--- config.mk ---
export PLATFORM = sky130hd
export DESIGN_NAME = ram_dump_streamer
export DESIGN_NICKNAME = d
export VERILOG_FILES = /design/src/rtl/ram_dump_streamer_pkg.sv /design/src/rtl/ram_dump_streamer.sv
export SDC_FILE = /design/constraint.sdc
export NUM_CORES = 1
export LEC_CHECK = 0
export BUFFER_PORTS_ARGS = -buffer_cell sky130_fd_sc_hd__buf_4
export CORE_ASPECT_RATIO = 0.6
export CORE_MARGIN = 4
export CORE_UTILIZATION = 43
export DETAILED_ROUTE_END_ITERATION = 6
export PLACE_DENSITY = 0.75
export SKIP_CTS_REPAIR_TIMING = 1
export SLEW_MARGIN = 20
export SYNTH_ARGS = -nofsm -noshare
export SYNTH_HDL_FRONTEND = slang
export SYNTH_SLANG_ARGS = --single-unit
--- constraint.sdc ---
create_clock -name clk -period 1.6 [get_ports clk]
set_input_delay 0 -clock clk [delete_from_list [all_inputs] [get_ports clk]]
set_output_delay 0 -clock clk [all_outputs]
set_load 0.02 [all_outputs]
--- src/rtl/ram_dump_streamer_pkg.sv ---
// Shared types and constants for the RAM dump streamer: state encoding,
// RAM control codes and the length clamp helper.
package ram_dump_streamer_pkg;

    localparam int unsigned ADDR_W  = 9;
    localparam int unsigned LEN_W   = 10;
    localparam int unsigned DATA_W  = 32;
    localparam int unsigned MAX_LEN = 512;

    localparam logic [1:0] SIZE_BYTE = 2'b00;
    localparam logic       RW_READ   = 1'b0;

    typedef enum logic [1:0] {
        ST_IDLE  = 2'd0,
        ST_FETCH = 2'd1,
        ST_HOLD  = 2'd2,
        ST_DONE  = 2'd3
    } state_e;

    // Requests longer than the RAM are trimmed to one full pass.
    function automatic logic [LEN_W-1:0] clamp_len(input logic [LEN_W-1:0] len);
        return (len > LEN_W'(MAX_LEN)) ? LEN_W'(MAX_LEN) : len;
    endfunction

endpackage

--- src/rtl/ram_dump_streamer.sv ---
// Walks a byte range of the data RAM and streams each byte out over a
// valid/ready interface, holding the CPU off the RAM port while busy.
module ram_dump_streamer
    import ram_dump_streamer_pkg::*;
(
    input  logic              clk,
    input  logic              reset,
    input  logic              start,
    input  logic [ADDR_W-1:0] base_addr,
    input  logic [LEN_W-1:0]  length,
    output logic              busy,
    output logic              cpu_hold,
    output logic              done,
    output logic              ram_en,
    output logic              ram_rw,
    output logic              ram_se,
    output logic [1:0]        ram_size,
    output logic [ADDR_W-1:0] ram_addr,
    input  logic [DATA_W-1:0] ram_dout,
    output logic              out_valid,
    input  logic              out_ready,
    output logic [7:0]        out_data,
    output logic [ADDR_W-1:0] out_addr,
    output logic              out_last
);

    state_e            state_q, state_d;
    logic [ADDR_W-1:0] cur_q, cur_d;
    logic [LEN_W-1:0]  cnt_q, cnt_d;
    logic [7:0]        data_q, data_d;
    logic [ADDR_W-1:0] oaddr_q, oaddr_d;
    logic              last_q, last_d;
    logic              busy_q, done_q, ram_en_q, valid_q;

    // Only the low byte of the RAM word is streamed.
    logic unused_dout;
    assign unused_dout = ^ram_dout[DATA_W-1:8];

    // Next-state and datapath update.
    always_comb begin
        state_d = state_q;
        cur_d   = cur_q;
        cnt_d   = cnt_q;
        data_d  = data_q;
        oaddr_d = oaddr_q;
        last_d  = last_q;
        case (state_q)
            ST_IDLE: begin
                if (start) begin
                    if (length != '0) begin
                        cur_d   = base_addr;
                        cnt_d   = clamp_len(length);
                        state_d = ST_FETCH;
                    end else begin
                        state_d = ST_DONE;
                    end
                end
            end
            ST_FETCH: begin
                data_d  = ram_dout[7:0];
                oaddr_d = cur_q;
                last_d  = (cnt_q == LEN_W'(1));
                state_d = ST_HOLD;
            end
            ST_HOLD: begin
                if (out_ready) begin
                    if (last_q) begin
                        state_d = ST_DONE;
                    end else begin
                        cur_d   = cur_q + ADDR_W'(1);
                        cnt_d   = cnt_q - LEN_W'(1);
                        state_d = ST_FETCH;
                    end
                end
            end
            ST_DONE: state_d = ST_IDLE;
            default: state_d = ST_IDLE;
        endcase
    end

    // Status outputs are decoded from the next state so they are registered
    // alongside the state itself.
    always_ff @(posedge clk or negedge reset) begin
        if (!reset) begin
            state_q  <= ST_IDLE;
            cur_q    <= '0;
            cnt_q    <= '0;
            data_q   <= '0;
            oaddr_q  <= '0;
            last_q   <= 1'b0;
            busy_q   <= 1'b0;
            done_q   <= 1'b0;
            ram_en_q <= 1'b0;
            valid_q  <= 1'b0;
        end else begin
            state_q  <= state_d;
            cur_q    <= cur_d;
            cnt_q    <= cnt_d;
            data_q   <= data_d;
            oaddr_q  <= oaddr_d;
            last_q   <= last_d;
            busy_q   <= (state_d == ST_FETCH) || (state_d == ST_HOLD);
            done_q   <= (state_d == ST_DONE);
            ram_en_q <= (state_d == ST_FETCH);
            valid_q  <= (state_d == ST_HOLD);
        end
    end

    assign busy      = busy_q;
    assign cpu_hold  = busy_q;
    assign done      = done_q;
    assign ram_en    = ram_en_q;
    assign ram_rw    = RW_READ;
    assign ram_se    = 1'b0;
    assign ram_size  = SIZE_BYTE;
    assign ram_addr  = cur_q;
    assign out_valid = valid_q;
    assign out_data  = data_q;
    assign out_addr  = oaddr_q;
    assign out_last  = last_q;

endmodule
# ---- Word-level counts from Yosys, hierarchy flattened
# Index checks and enable logic that the tools add are counted.
dict set report totals {
  in_bits 55
  elab_cells 45
  regBits 43
}
dict set report op_classes {
  n_reduce_logical 5
  n_eq_ne 11
  n_lt_le_gt_ge 1
  n_mux 16
  n_addsub 2
}
# op n
set op_table {}
lappend op_table {{$mux 10} 5}
lappend op_table {{$mux 9} 4}
lappend op_table {{$pmux 10 s2} 1}
lappend op_table {{$pmux 9 s2} 1}
lappend op_table {{$eq 10x1->1 const B} 1}
lappend op_table {{$gt 10x10->1 const B} 1}
lappend op_table {{$reduce_bool 10->1} 1}
lappend op_table {{$sub 10x1->10 const B} 1}
lappend op_table {{$add 9x1->9 const B} 1}
lappend op_table {{$eq 2x2->1 const B} 4}
lappend op_table {{$mux 2} 4}
lappend op_table {{$ne 2x2->1 const B} 4}
lappend op_table {{$pmux 2 s4} 1}
lappend op_table {{$reduce_and 5->1} 1}
lappend op_table {{$eq 2x1->1 const B} 2}
lappend op_table {{$logic_not 2->1} 1}
lappend op_table {{$reduce_bool 2->1} 1}
lappend op_table {{$logic_or 1x1->1} 1}

# ---- Depth between registers and ports, before layout
# Gate-level depths: netlist of run 1.
dict set report depth {
  depth_word 6
  depth_mapped 7
  mapped_depth_nobuf 6
}

# ---- Least setup slack after synthesis of run 1
# No wires, ideal clock.
dict set report synth_timing {
  path_type {register -> register}
  startpoint {register cnt_q[0]}
  endpoint {register cnt_q[8]}
  arrival_ns 1.568
  path_buffers 0
  required_time_ns 1.476
  setup_time_ns 0.124
  stages_incl_launch_ff 7
  slack_ns -0.092
  cell_sequence {dfrtp_1 -> inv_1 -> ha_1 -> or3b_2 -> o41ai_1 -> nand3_1 -> o2bb2ai_1}
}
dict set report synth_via {
  elab_chain_len 4
}
# element line
set synth_lines {}
lappend synth_lines {{start, declared} ram_dump_streamer.sv:29} ;# logic [LEN_W-1:0] cnt_q, cnt_d;
lappend synth_lines {{start signal, assigned} ram_dump_streamer.sv:98} ;# cnt_q <= cnt_d;
lappend synth_lines {{$sub 10x1->10} ram_dump_streamer.sv:71} ;# cnt_d = cnt_q - LEN_W'(1);
lappend synth_lines {{$mux 10} ram_dump_streamer.sv:67} ;# if (last_q) begin
lappend synth_lines {{$mux 10} ram_dump_streamer.sv:66} ;# if (out_ready) begin
lappend synth_lines {{$pmux 10 s2} ram_dump_streamer.sv:47} ;# case (state_q)
# Every way passes these cells. The select of a mux whose other input is x is not followed.
# A chain may end at the register's enable or synchronous reset.

# ---- Final worst setup path of run 1
# Same ends and word-level chain as after synthesis.

==> results of run 1 <==
[metal layers]
metal / global-route usage [%] / vias up / share of wire (%)
met5: 0 / - / 0
met4: 5.638 / 0 / 1.1
met3: 5.562 / 4 / 8.1
met2: 24.92 / 85 / 44
met1: 25.84 / 953 / 47
li1: - / 970 / -
[worst paths after layout]
check                           slack [ps]     endpoint         from
worst min-delay path                    10     cnt_q[3]    length[3]
min in group asynchronous              220  out_addr[5]        reset
worst max-delay path                   -70     cnt_q[8]     cnt_q[0]
max in group asynchronous              970   state_q[1]        reset
worst min register to register         490  out_addr[7]  out_addr[7]
worst max register to register         -70     cnt_q[8]     cnt_q[0]
[worst max-delay path: stages (launching register included)]
cell and delay, ps:
sky130_fd_sc_hd__dfrtp_1 430, sky130_fd_sc_hd__inv_1 80, sky130_fd_sc_hd__ha_2 170, sky130_fd_sc_hd__or3b_4 420, sky130_fd_sc_hd__o41ai_4 220, sky130_fd_sc_hd__nand3_1 110
sky130_fd_sc_hd__o2bb2ai_1 130
[layout by cell type, fill, tap and decap left out, types with 3 or more instances in the layout]
cell                            count
sky130_fd_sc_hd__buf_4             80
sky130_fd_sc_hd__dfrtp_1           42
sky130_fd_sc_hd__a21oi_1           19
sky130_fd_sc_hd__nand2_1           16
sky130_fd_sc_hd__mux2_2            14
sky130_fd_sc_hd__dlygate4sd3_1     12
sky130_fd_sc_hd__a31oi_1           11
sky130_fd_sc_hd__o21ai_0           10
sky130_fd_sc_hd__inv_1              8
sky130_fd_sc_hd__nand3_1            8
sky130_fd_sc_hd__nand2b_1           6
sky130_fd_sc_hd__nor2_1             6
sky130_fd_sc_hd__o22ai_1            6
sky130_fd_sc_hd__o2bb2ai_1          5
sky130_fd_sc_hd__ha_1               5
sky130_fd_sc_hd__clkbuf_8           5
sky130_fd_sc_hd__conb_1             4
sky130_fd_sc_hd__or2_2              3
sky130_fd_sc_hd__o31ai_1            3
sky130_fd_sc_hd__o211ai_1           3
sky130_fd_sc_hd__nand4_1            3
[flip-flops by register name (all words and copies together) (netlist names)]
signal     count
state_q        2
ram_en         1
out_addr       9
busy           1
ram_addr       9
cnt_q         10
out_valid      1
done           1
out_last       1
out_data       8
[cells by family (layout without fill, tap and decap cells)]
| logic type | after synthesis | after routing | synth area share (%) |
|---|---|---|---|
| buffers and inverters | 28 | 110 | 6.536 |
| AOI/OAI and AO/OA | 68 | 68 | 19.55 |
| adders and majority gates | 6 | 6 | 3.352 |
| DFF | 43 | 43 | 48.04 |
| other | 1 | 4 | 0.1674 |
| muxes | 15 | 15 | 7.709 |
| and+or+nand+nor | 59 | 59 | 14.64 |
[cell type report]
class	instances	area [sq um]	share of cell area (%)
multi-input cells	152	1061	34.36
inverters	8	30.03	0.9724
clock inverters	2	12.51	0.4052
repair buffers	94	752.0	24.35
flip-flops and latches	43	1077	34.89
well taps	66	82.58	2.674
clock buffers	6	72.57	2.350
[power by group through the flow]
stage,logic (mW),registers (mW),clock network (mW)
after global placement,3.39,1.99,0
after CTS,3.50,1.99,0.716
after floorplan,1.69,2.44,0
after global routing,3.84,2.08,0.767
after detailed placement,3.49,2.01,0
final,3.57,2.01,0.695
==> impl_metrics.prom, run 1 <==
# TYPE chip_impl_metric gauge
chip_impl_info{name="worst_setup_path_end_kind",value="register"} 1
chip_impl_metric{name="cp_data_required_time",unit="ps"} 1800
chip_impl_metric{name="fin_total_pwr",unit="mW"} 6.269
chip_impl_info{name="rsz_0062_raised_after_global_routing",value="true"} 1
chip_impl_metric{name="nFillCells",unit=""} 418
chip_impl_metric{name="worstHoldPathCells",unit=""} 3
chip_impl_metric{name="synth_enable_flop_cells",unit=""} 0
chip_impl_metric{name="cp_data_arrival_time",unit="ps"} 1860
chip_impl_metric{name="net_switching_power_of_the_design",unit="mW"} 2.695
chip_impl_metric{name="internal_power",unit="mW"} 3.574
chip_impl_metric{name="synth_sequential_area_ratio",unit="%"} 48.04
chip_impl_metric{name="power_frac_comb",unit="%"} 56.9
chip_impl_metric{name="p_seq_share",unit="%"} 32.0
chip_impl_metric{name="layout_cells_sized_above_1",unit="%"} 39.34
chip_impl_metric{name="place_worst_setup_slack",unit="ps"} -32.15
chip_impl_metric{name="grt_start_max_net_pins",unit=""} 44
chip_impl_metric{name="final_cells",unit=""} 371
chip_impl_metric{name="synthCells",unit=""} 220
chip_impl_metric{name="powerDensity",unit="nW/um^2"} 2030
chip_impl_metric{name="place_area",unit="sq um"} 2858
chip_impl_metric{name="drt_iter0_drc",unit=""} 59
chip_impl_metric{name="yosys.cell_types.count",unit=""} 43
chip_impl_info{name="cts.root.buffer_cell",value="sky130_fd_sc_hd__clkbuf_8"} 1
chip_impl_info{name="criticalPathCategory",value="reg -> reg"} 1
chip_impl_metric{name="first_global_vias",unit=""} 1797
chip_impl_metric{name="globalRouteTotalUtil",unit="%"} 17.75
chip_impl_metric{name="finalCriticalPeriod",unit="ps"} 1667
chip_impl_info{name="synth_top_flop_cell",value="sky130_fd_sc_hd__dfrtp_1"} 1
chip_impl_metric{name="worstMarginPinSlew",unit="ps"} 541.9
chip_impl_metric{name="detailroute.via_count",unit=""} 2012
chip_impl_metric{name="die_y",unit="microns"} 63.90
chip_impl_metric{name="cts_max_path_bufs",unit=""} 2
chip_impl_metric{name="worst_slack",unit="ps"} -66.77
chip_impl_info{name="yosys.cell_count.top_type",value="sky130_fd_sc_hd__dfrtp_1"} 1
chip_impl_metric{name="mappedNetlistArea",unit="sq um"} 2240
chip_impl_metric{name="slew-limit-headroom",unit="%"} 63.87
chip_impl_metric{name="count_of_standard_cell_rows",unit=""} 20
chip_impl_info{name="synthTopCellsByArea",value="sky130_fd_sc_hd__dfrtp_1 48%, sky130_fd_sc_hd__mux2_2 7.0%, sky130_fd_sc_hd__a21oi_1 4.5%"} 1
chip_impl_metric{name="layout-area-overhead-vs-synth",unit="%"} 37.88
chip_impl_metric{name="floorplan.io_pins",unit=""} 91
chip_impl_metric{name="dp_hpwl",unit="microns"} 4224
chip_impl_metric{name="total_leakage_power",unit="nW"} 1.373
chip_impl_metric{name="route.detailed.wl_per_inst",unit="microns"} 15.99
chip_impl_metric{name="antenna_found_initial",unit=""} 0
chip_impl_metric{name="setup_tns",unit="ps"} -123.6
chip_impl_metric{name="drt_first_pass_iters",unit=""} 4
chip_impl_metric{name="async_set_or_reset_flop_fraction_in_the_synthesized_netlist",unit="%"} 100.0
chip_impl_metric{name="worstPathMaxFanout",unit=""} 4
chip_impl_metric{name="layout.nets",unit=""} 365
chip_impl_metric{name="maxCapViolCount",unit=""} 0
chip_impl_metric{name="fmax",unit="MHz"} 600.0
chip_impl_metric{name="clk_transition_reported_paths",unit="ps"} 80
chip_impl_metric{name="gp_congestion",unit=""} 0.8566
chip_impl_metric{name="start_util",unit="%"} 44.31
chip_impl_metric{name="drv_slew",unit=""} 0
chip_impl_metric{name="die-area",unit="sq um"} 6465
chip_impl_metric{name="route.antenna.remaining_nets",unit=""} 0
chip_impl_metric{name="layout.core_utilization",unit="%"} 61.09
chip_impl_info{name="post-synth-top-area-cell",value="sky130_fd_sc_hd__dfrtp_1"} 1
chip_impl_metric{name="clock_tree.htree_level_count",unit=""} 2
chip_impl_metric{name="drt-total-wl",unit="microns"} 5933
chip_impl_metric{name="design.core.area",unit="sq um"} 5055
chip_impl_metric{name="viasPerCell",unit=""} 5.423
chip_impl_metric{name="finish.instance_area",unit="sq um"} 3088
chip_impl_metric{name="syn-mean-instance-area",unit="sq um"} 10.18
chip_impl_info{name="start_kind",value="register"} 1
chip_impl_info{name="hold_path.class",value="in -> reg"} 1
chip_impl_info{name="synth.cells.most_frequent",value="43 x sky130_fd_sc_hd__dfrtp_1, 20 x sky130_fd_sc_hd__a21oi_1, 16 x sky130_fd_sc_hd__nand2_1"} 1
chip_impl_metric{name="yosysTopAreaCellShare",unit="%"} 48.04
chip_impl_metric{name="finalHoldWorstSlack",unit="ps"} 10.91
chip_impl_metric{name="final-setup-viol-count",unit=""} 2
chip_impl_metric{name="syn_warnings",unit=""} 0
chip_impl_metric{name="fin_crit_sh",unit="%"} 104.2
chip_impl_metric{name="clkLatencyLatePin",unit="ps"} 300
chip_impl_metric{name="detail_route.drc_violations",unit=""} 0
chip_impl_info{name="cts_tree",value="done"} 1
chip_impl_metric{name="final-hold-violation-count",unit=""} 0
chip_impl_metric{name="ys_seq_elements",unit=""} 43
chip_impl_metric{name="die_w",unit="microns"} 101.2
chip_impl_info{name="failed_checks",value="negative setup slack"} 1
chip_impl_metric{name="cts_num_sinks",unit=""} 43
chip_impl_metric{name="worst_clock_skew",unit="ps"} 5.332
chip_impl_metric{name="worst_ir_drop_vdd",unit="mV"} 0.7221
chip_impl_metric{name="p_sw_share",unit="%"} 42.99
chip_impl_info{name="outcome",value="finished, violations left"} 1
chip_impl_metric{name="reg2regPathDepth",unit=""} 6
chip_impl_metric{name="cts_buffers",unit=""} 5
chip_impl_metric{name="antennaDiodeCount",unit=""} 0
chip_impl_metric{name="power_frac_clock",unit="%"} 11.1
chip_impl_metric{name="place_inst",unit=""} 351
chip_impl_metric{name="grt_first_pass_wirelength",unit="microns"} 8914
chip_impl_metric{name="grt_overflow",unit=""} 0
chip_impl_metric{name="placement.io_buffers",unit=""} 62
No activity file was read; power rests on OpenSTA's default activity.
==> run 2: changes to the inputs <==
Settings changed: RECOVER_POWER set to 25, REMOVE_ABC_BUFFERS set to 1.
==> impl_metrics.prom, run 2 (synthesis results as in run 1) <==
# TYPE chip_impl_metric gauge
chip_impl_metric{name="count_of_standard_cell_rows",unit=""} 20
chip_impl_metric{name="final-setup-viol-count",unit=""} 3
chip_impl_metric{name="dp_hpwl",unit="microns"} 4403
chip_impl_info{name="critical_path_cell_by_cell",value="or4_4, o31ai_2, nand3_1, o2bb2ai_1"} 1
chip_impl_metric{name="cp_data_arrival_time",unit="ps"} 1870
chip_impl_metric{name="worst_ir_drop_vdd",unit="mV"} 1.164
chip_impl_metric{name="fin_total_pwr",unit="mW"} 6.647
chip_impl_metric{name="cts_max_path_bufs",unit=""} 2
chip_impl_metric{name="grt_overflow",unit=""} 0
chip_impl_metric{name="design.core.area",unit="sq um"} 5055
chip_impl_metric{name="cts_num_sinks",unit=""} 43
chip_impl_metric{name="finalHoldWorstSlack",unit="ps"} -15.40
chip_impl_metric{name="detailroute.via_count",unit=""} 2061
chip_impl_metric{name="drt_first_pass_iters",unit=""} 5
chip_impl_metric{name="internal_power",unit="mW"} 3.796
chip_impl_metric{name="route.antenna.remaining_nets",unit=""} 0
chip_impl_metric{name="slew-limit-headroom",unit="%"} 30.04
chip_impl_info{name="layout_commonest_cell",value="sky130_fd_sc_hd__buf_4"} 1
chip_impl_metric{name="setup.reg_to_reg.worst_slack",unit="ps"} -70
chip_impl_metric{name="grt_start_max_net_pins",unit=""} 44
chip_impl_metric{name="drv_slew",unit=""} 0
chip_impl_metric{name="grt_first_pass_wirelength",unit="microns"} 9563
chip_impl_metric{name="place_area",unit="sq um"} 2848
chip_impl_metric{name="worst_slack",unit="ps"} -70.47
chip_impl_info{name="cts_tree",value="done"} 1
chip_impl_metric{name="powerDensity",unit="nW/um^2"} 2109
chip_impl_metric{name="placement.io_buffers",unit=""} 62
chip_impl_metric{name="cts_buffers",unit=""} 5
chip_impl_metric{name="clock_tree.htree_level_count",unit=""} 2
chip_impl_metric{name="antennaDiodeCount",unit=""} 0
chip_impl_metric{name="fmax",unit="MHz"} 598.6
chip_impl_metric{name="grt_util_met1",unit="%"} 28.45
chip_impl_metric{name="setup_tns",unit="ps"} -156.3
chip_impl_metric{name="place_inst",unit=""} 351
chip_impl_metric{name="die_y",unit="microns"} 63.90
chip_impl_metric{name="power_frac_comb",unit="%"} 56.1
chip_impl_metric{name="finish.instance_area",unit="sq um"} 3152
chip_impl_info{name="regMostFlops",value="cnt_q"} 1
chip_impl_info{name="failed_checks",value="negative hold slack, negative setup slack"} 1
chip_impl_metric{name="layout_cells_sized_above_1",unit="%"} 41.37
chip_impl_metric{name="layout.nets",unit=""} 367
chip_impl_metric{name="layout-area-overhead-vs-synth",unit="%"} 40.73
chip_impl_metric{name="globalRouteMet3Util",unit="%"} 6.652
chip_impl_metric{name="final_cells",unit=""} 373
chip_impl_metric{name="floorplan.io_pins",unit=""} 91
chip_impl_metric{name="maxCapViolCount",unit=""} 0
chip_impl_info{name="rsz_0062_raised_after_global_routing",value="true"} 1
chip_impl_metric{name="fin_crit_sh",unit="%"} 104.4
chip_impl_metric{name="globalRouteTotalUtil",unit="%"} 19.22
chip_impl_metric{name="cp_data_required_time",unit="ps"} 1800
chip_impl_metric{name="nFillCells",unit=""} 430
chip_impl_metric{name="worstMarginPinSlew",unit="ps"} 1049
chip_impl_metric{name="detail_route.drc_violations",unit=""} 0
chip_impl_info{name="crit_slowest_cell",value="sky130_fd_sc_hd__or4_4"} 1
chip_impl_metric{name="finalCriticalPeriod",unit="ps"} 1670
chip_impl_metric{name="start_util",unit="%"} 44.31
chip_impl_metric{name="die_w",unit="microns"} 101.2
chip_impl_info{name="cts.root.buffer_cell",value="sky130_fd_sc_hd__clkbuf_8"} 1
chip_impl_metric{name="worst_clock_skew",unit="ps"} 7.033
chip_impl_metric{name="drt-total-wl",unit="microns"} 6308
chip_impl_metric{name="net_switching_power_of_the_design",unit="mW"} 2.851
chip_impl_info{name="outcome",value="finished, violations left"} 1
chip_impl_metric{name="route.detailed.wl_per_inst",unit="microns"} 16.91
chip_impl_metric{name="p_seq_share",unit="%"} 31.1
chip_impl_metric{name="first_global_vias",unit=""} 1926
chip_impl_metric{name="drt_iter0_drc",unit=""} 143
chip_impl_info{name="hold_path.class",value="in -> reg"} 1
chip_impl_metric{name="die-area",unit="sq um"} 6465
chip_impl_metric{name="layout.core_utilization",unit="%"} 62.35
chip_impl_metric{name="clk_transition_reported_paths",unit="ps"} 90
chip_impl_metric{name="p_sw_share",unit="%"} 42.89
chip_impl_metric{name="worstPathMaxFanout",unit=""} 5
chip_impl_metric{name="antenna_found_initial",unit=""} 0
chip_impl_info{name="criticalPathCategory",value="reg -> reg"} 1
chip_impl_metric{name="largest_register_ff_count",unit=""} 10
chip_impl_metric{name="clkLatencyLatePin",unit="ps"} 310
chip_impl_metric{name="total_leakage_power",unit="nW"} 1.408
chip_impl_info{name="worst_setup_path_end_kind",value="register"} 1
chip_impl_info{name="start_kind",value="register"} 1
chip_impl_info{name="most-common-layout-cells",value="81 x sky130_fd_sc_hd__buf_4, 43 x sky130_fd_sc_hd__dfrtp_1, 19 x sky130_fd_sc_hd__a21oi_1"} 1
chip_impl_metric{name="use_met2",unit="%"} 26.30
chip_impl_metric{name="cp_slowest_stage_delay",unit="ps"} 620
chip_impl_metric{name="place_worst_setup_slack",unit="ps"} -170.4
chip_impl_metric{name="final-hold-violation-count",unit=""} 2
chip_impl_info{name="grt-busiest-layer",value="met1"} 1
chip_impl_metric{name="viasPerCell",unit=""} 5.525
chip_impl_metric{name="gp_congestion",unit=""} 0.9097
chip_impl_metric{name="power_frac_clock",unit="%"} 12.9
## run 2: changes by cell type in the layout (fill, tap and decap cells not counted), sizes merged
cell,delta
bufinv,+1
clkinvlp,-1
dlygate4sd3,-1
buf,+2
clkinv,+1
## run 2: critical path: cells and delay by family (launching register included)
| kind | cells | cell delay (ps) |
|---|---|---|
| compound gates | 2 | 410 |
| simple gates | 2 | 740 |
| flops | 1 | 420 |
## run 2: final timing paths
path | from | to | cells after the start
worst min register to register | out_data[3] | out_data[3] | 1
min in group asynchronous | reset | out_data[5] | 2
worst min-delay path | length[3] | cnt_q[3] | 3
worst max register to register | cnt_q[0] | cnt_q[7] | 4
max in group asynchronous | reset | state_q[1] | 2
worst max-delay path | cnt_q[0] | cnt_q[7] | 4
## run 2: final cells by class
class / count / area, sq um / share of cell area, %
sequential: 43 / 1076 / 34.14
clock inverter: 3 / 43.79 / 1.389
tap: 66 / 82.58 / 2.620
multi-input combinational: 152 / 1091 / 34.62
timing repair buffer: 96 / 759.5 / 24.10
clock buffer: 5 / 68.82 / 2.183
inverter: 8 / 30.03 / 0.9528
## run 2: layer usage
layer	routed length (microns)	up-vias	part of all wire, %
met1	2841	982	45
li1	-	969	-
met5	0	-	0
met4	82	0	1.3
met3	545	8	8.6
met2	2839	102	45
## run 2: power by group through the flow
| stage | sequential (mW) | clock [mW] | combinational (mW) |
|---|---|---|---|
| 5_1_grt | 2.15 | 0.939 | 4.01 |
| 2_1_floorplan | 2.47 | 0 | 1.50 |
| 3_3_place_gp | 2.01 | 0 | 3.37 |
| 3_5_place_dp | 2.04 | 0 | 3.47 |
| 4_1_cts | 2.03 | 0.874 | 3.48 |
| 6_report | 2.06 | 0.856 | 3.73 |
==> run 3: changes to the inputs <==
==> constraint.sdc (replaced) <==
create_clock -name clk -period 1.6 [get_ports clk]
set_input_delay 0.16 -clock clk [delete_from_list [all_inputs] [get_ports clk]]
set_output_delay 0.16 -clock clk [all_outputs]
set_load 0.02 [all_outputs]
==> impl_metrics.prom, run 3 (synthesis results as in run 1) <==
# TYPE chip_impl_metric gauge
chip_impl_metric{name="fin_crit_sh",unit="%"} 105.0
chip_impl_metric{name="fmax",unit="MHz"} 595.0
chip_impl_metric{name="cts_max_path_bufs",unit=""} 2
chip_impl_metric{name="floorplan.io_pins",unit=""} 91
chip_impl_metric{name="drt-total-wl",unit="microns"} 6148
chip_impl_metric{name="route.antenna.remaining_nets",unit=""} 0
chip_impl_metric{name="grt_overflow",unit=""} 0
chip_impl_metric{name="cp_data_required_time",unit="ps"} 1800
chip_impl_metric{name="detailroute.via_count",unit=""} 2089
chip_impl_metric{name="design.core.area",unit="sq um"} 5055
chip_impl_info{name="outcome",value="finished, violations left"} 1
chip_impl_metric{name="cp_data_arrival_time",unit="ps"} 1880
chip_impl_metric{name="gp_congestion",unit=""} 0.8888
chip_impl_metric{name="placement.io_buffers",unit=""} 62
chip_impl_metric{name="cts_buffers",unit=""} 5
chip_impl_metric{name="largest_register_ff_count",unit=""} 10
chip_impl_metric{name="worst_ir_drop_vdd",unit="mV"} 1.092
chip_impl_metric{name="die_w",unit="microns"} 101.2
chip_impl_metric{name="clkLatencyLatePin",unit="ps"} 310
chip_impl_metric{name="layout_cells_sized_above_1",unit="%"} 43.38
chip_impl_info{name="crit_slowest_cell",value="sky130_fd_sc_hd__dfrtp_1"} 1
chip_impl_info{name="rsz_0062_raised_after_global_routing",value="true"} 1
chip_impl_metric{name="globalRouteTotalUtil",unit="%"} 19.72
chip_impl_metric{name="detail_route.drc_violations",unit=""} 0
chip_impl_metric{name="maxCapViolCount",unit=""} 0
chip_impl_metric{name="count_of_standard_cell_rows",unit=""} 20
chip_impl_info{name="hold_path.class",value="in -> reg"} 1
chip_impl_info{name="timing.rr.end",value="cnt_q[8]"} 1
chip_impl_info{name="most-common-layout-cells",value="84 x sky130_fd_sc_hd__buf_4, 43 x sky130_fd_sc_hd__dfrtp_1, 19 x sky130_fd_sc_hd__a21oi_1"} 1
chip_impl_metric{name="total_leakage_power",unit="nW"} 1.395
chip_impl_metric{name="first_global_vias",unit=""} 1928
chip_impl_metric{name="cts_num_sinks",unit=""} 43
chip_impl_metric{name="worstPathMaxFanout",unit=""} 4
chip_impl_metric{name="clk_transition_reported_paths",unit="ps"} 90
chip_impl_metric{name="antennaDiodeCount",unit=""} 0
chip_impl_metric{name="drt_first_pass_iters",unit=""} 5
chip_impl_metric{name="die_y",unit="microns"} 63.90
chip_impl_info{name="regMostFlops",value="cnt_q"} 1
chip_impl_info{name="worst_r2r_startpoint",value="cnt_q[0]"} 1
chip_impl_metric{name="die-area",unit="sq um"} 6465
chip_impl_metric{name="powerDensity",unit="nW/um^2"} 2165
chip_impl_metric{name="start_util",unit="%"} 44.31
chip_impl_metric{name="cp_slowest_stage_delay",unit="ps"} 410
chip_impl_info{name="holdCritStartpoint",value="ram_dout[7]"} 1
chip_impl_metric{name="viasPerCell",unit=""} 5.677
chip_impl_info{name="critical_path_cell_by_cell",value="inv_1, ha_2, or3b_4, o41ai_2, nand3_1, o2bb2ai_2"} 1
chip_impl_metric{name="antenna_found_initial",unit=""} 0
chip_impl_info{name="hold_path_end",value="out_data[7]"} 1
chip_impl_metric{name="dp_hpwl",unit="microns"} 4473
chip_impl_metric{name="grt_first_pass_wirelength",unit="microns"} 9915
chip_impl_metric{name="place_worst_setup_slack",unit="ps"} -150.2
chip_impl_metric{name="reg2regPathDepth",unit=""} 6
chip_impl_metric{name="crit_buf_inv",unit=""} 1
chip_impl_metric{name="worstHoldPathCells",unit=""} 2
chip_impl_metric{name="grt_start_max_net_pins",unit=""} 44
chip_impl_metric{name="slew-limit-headroom",unit="%"} 29.66
chip_impl_info{name="failed_checks",value="negative setup slack"} 1
chip_impl_metric{name="clock_tree.htree_level_count",unit=""} 2
chip_impl_metric{name="drv_slew",unit=""} 0
chip_impl_info{name="worst_path_dominant_cell_family",value="simple AND/OR/NAND/NOR gates"} 1
chip_impl_info{name="worst_setup_path_end_kind",value="register"} 1
chip_impl_metric{name="final-hold-violation-count",unit=""} 0
chip_impl_metric{name="finalCriticalPeriod",unit="ps"} 1681
chip_impl_metric{name="final-setup-viol-count",unit=""} 2
chip_impl_metric{name="layout.core_utilization",unit="%"} 61.06
chip_impl_metric{name="worst_slack",unit="ps"} -80.64
chip_impl_info{name="layout_commonest_cell",value="sky130_fd_sc_hd__buf_4"} 1
chip_impl_metric{name="layout-area-overhead-vs-synth",unit="%"} 37.82
chip_impl_info{name="cts_tree",value="done"} 1
chip_impl_metric{name="worst_clock_skew",unit="ps"} 9.974
chip_impl_metric{name="drt_iter0_drc",unit=""} 193
chip_impl_info{name="criticalPathCategory",value="reg -> reg"} 1
chip_impl_metric{name="finalHoldWorstSlack",unit="ps"} 73.42
chip_impl_metric{name="worstMarginPinSlew",unit="ps"} 1055
chip_impl_metric{name="route.detailed.wl_per_inst",unit="microns"} 16.71
chip_impl_info{name="cts.root.buffer_cell",value="sky130_fd_sc_hd__clkbuf_8"} 1
chip_impl_metric{name="layout.nets",unit=""} 362
chip_impl_metric{name="setup.reg_to_reg.worst_slack",unit="ps"} -80
chip_impl_info{name="start_kind",value="register"} 1
[run 3: worst register-to-register path, delay by kind of cell (launching register included)]
kind / cells / cell delay (ps)
fa+ha+maj: 1 / 170
buf+inv: 1 / 70
simple gates: 2 / 550
flops: 1 / 410
compound gates: 2 / 380
[run 3: layer usage]
metal | GRT usage [%] | share of wire (%) | up-vias
met2 | 26.63 | 44 | 103
li1 | - | - | 967
met1 | 29.90 | 46 | 1009
met4 | 7.463 | 1.5 | 0
met3 | 4.907 | 8.7 | 10
met5 | 0 | 0 | -
[run 3: final cells by class]
type / instances / area (sq um)
repair buffers: 91 / 713.2
inverters: 8 / 30.03
clock buffers: 5 / 68.82
flip-flops and latches: 43 / 1076
clock inverters: 3 / 43.79
fillers: 435 / 1968
well taps: 66 / 82.58
multi-input cells: 152 / 1072
[run 3: worst max path at each step]
stage               startpoint       end  slack [ps]  depth (start not counted)
finish                cnt_q[0]  cnt_q[8]         -80                          6
CTS                   cnt_q[0]  cnt_q[8]        -150                          6
detailed placement    cnt_q[0]  cnt_q[8]        -150                          6
global placement      cnt_q[0]  cnt_q[8]        -100                          6
global route          cnt_q[0]  cnt_q[8]        -180                          6
floorplan             out_last  cnt_q[1]        -780                          4
[run 3: through the flow]
| stage | instance area, sq um | setup TNS (ps) | instances | power [mW] |
|---|---|---|---|---|
| global placement | 2878 | -132.0 | 355 | 5.432 |
| global route | 3087 | -629.5 | 368 | 7.113 |
| floorplan | 2135 | -12070 | 203 | 3.968 |
| CTS | 2990 | -260.4 | 363 | 6.444 |
| detailed placement | 2878 | -201.8 | 355 | 5.566 |
| finish | 3087 | -84.59 | 368 | 6.682 |
[run 3: where the power goes]
part,internal (mW),leakage (nW),switching [mW]
clock,0.465,0.0581,0.405
combinational,1.79,0.825,2.00
sequential,1.61,0.513,0.416
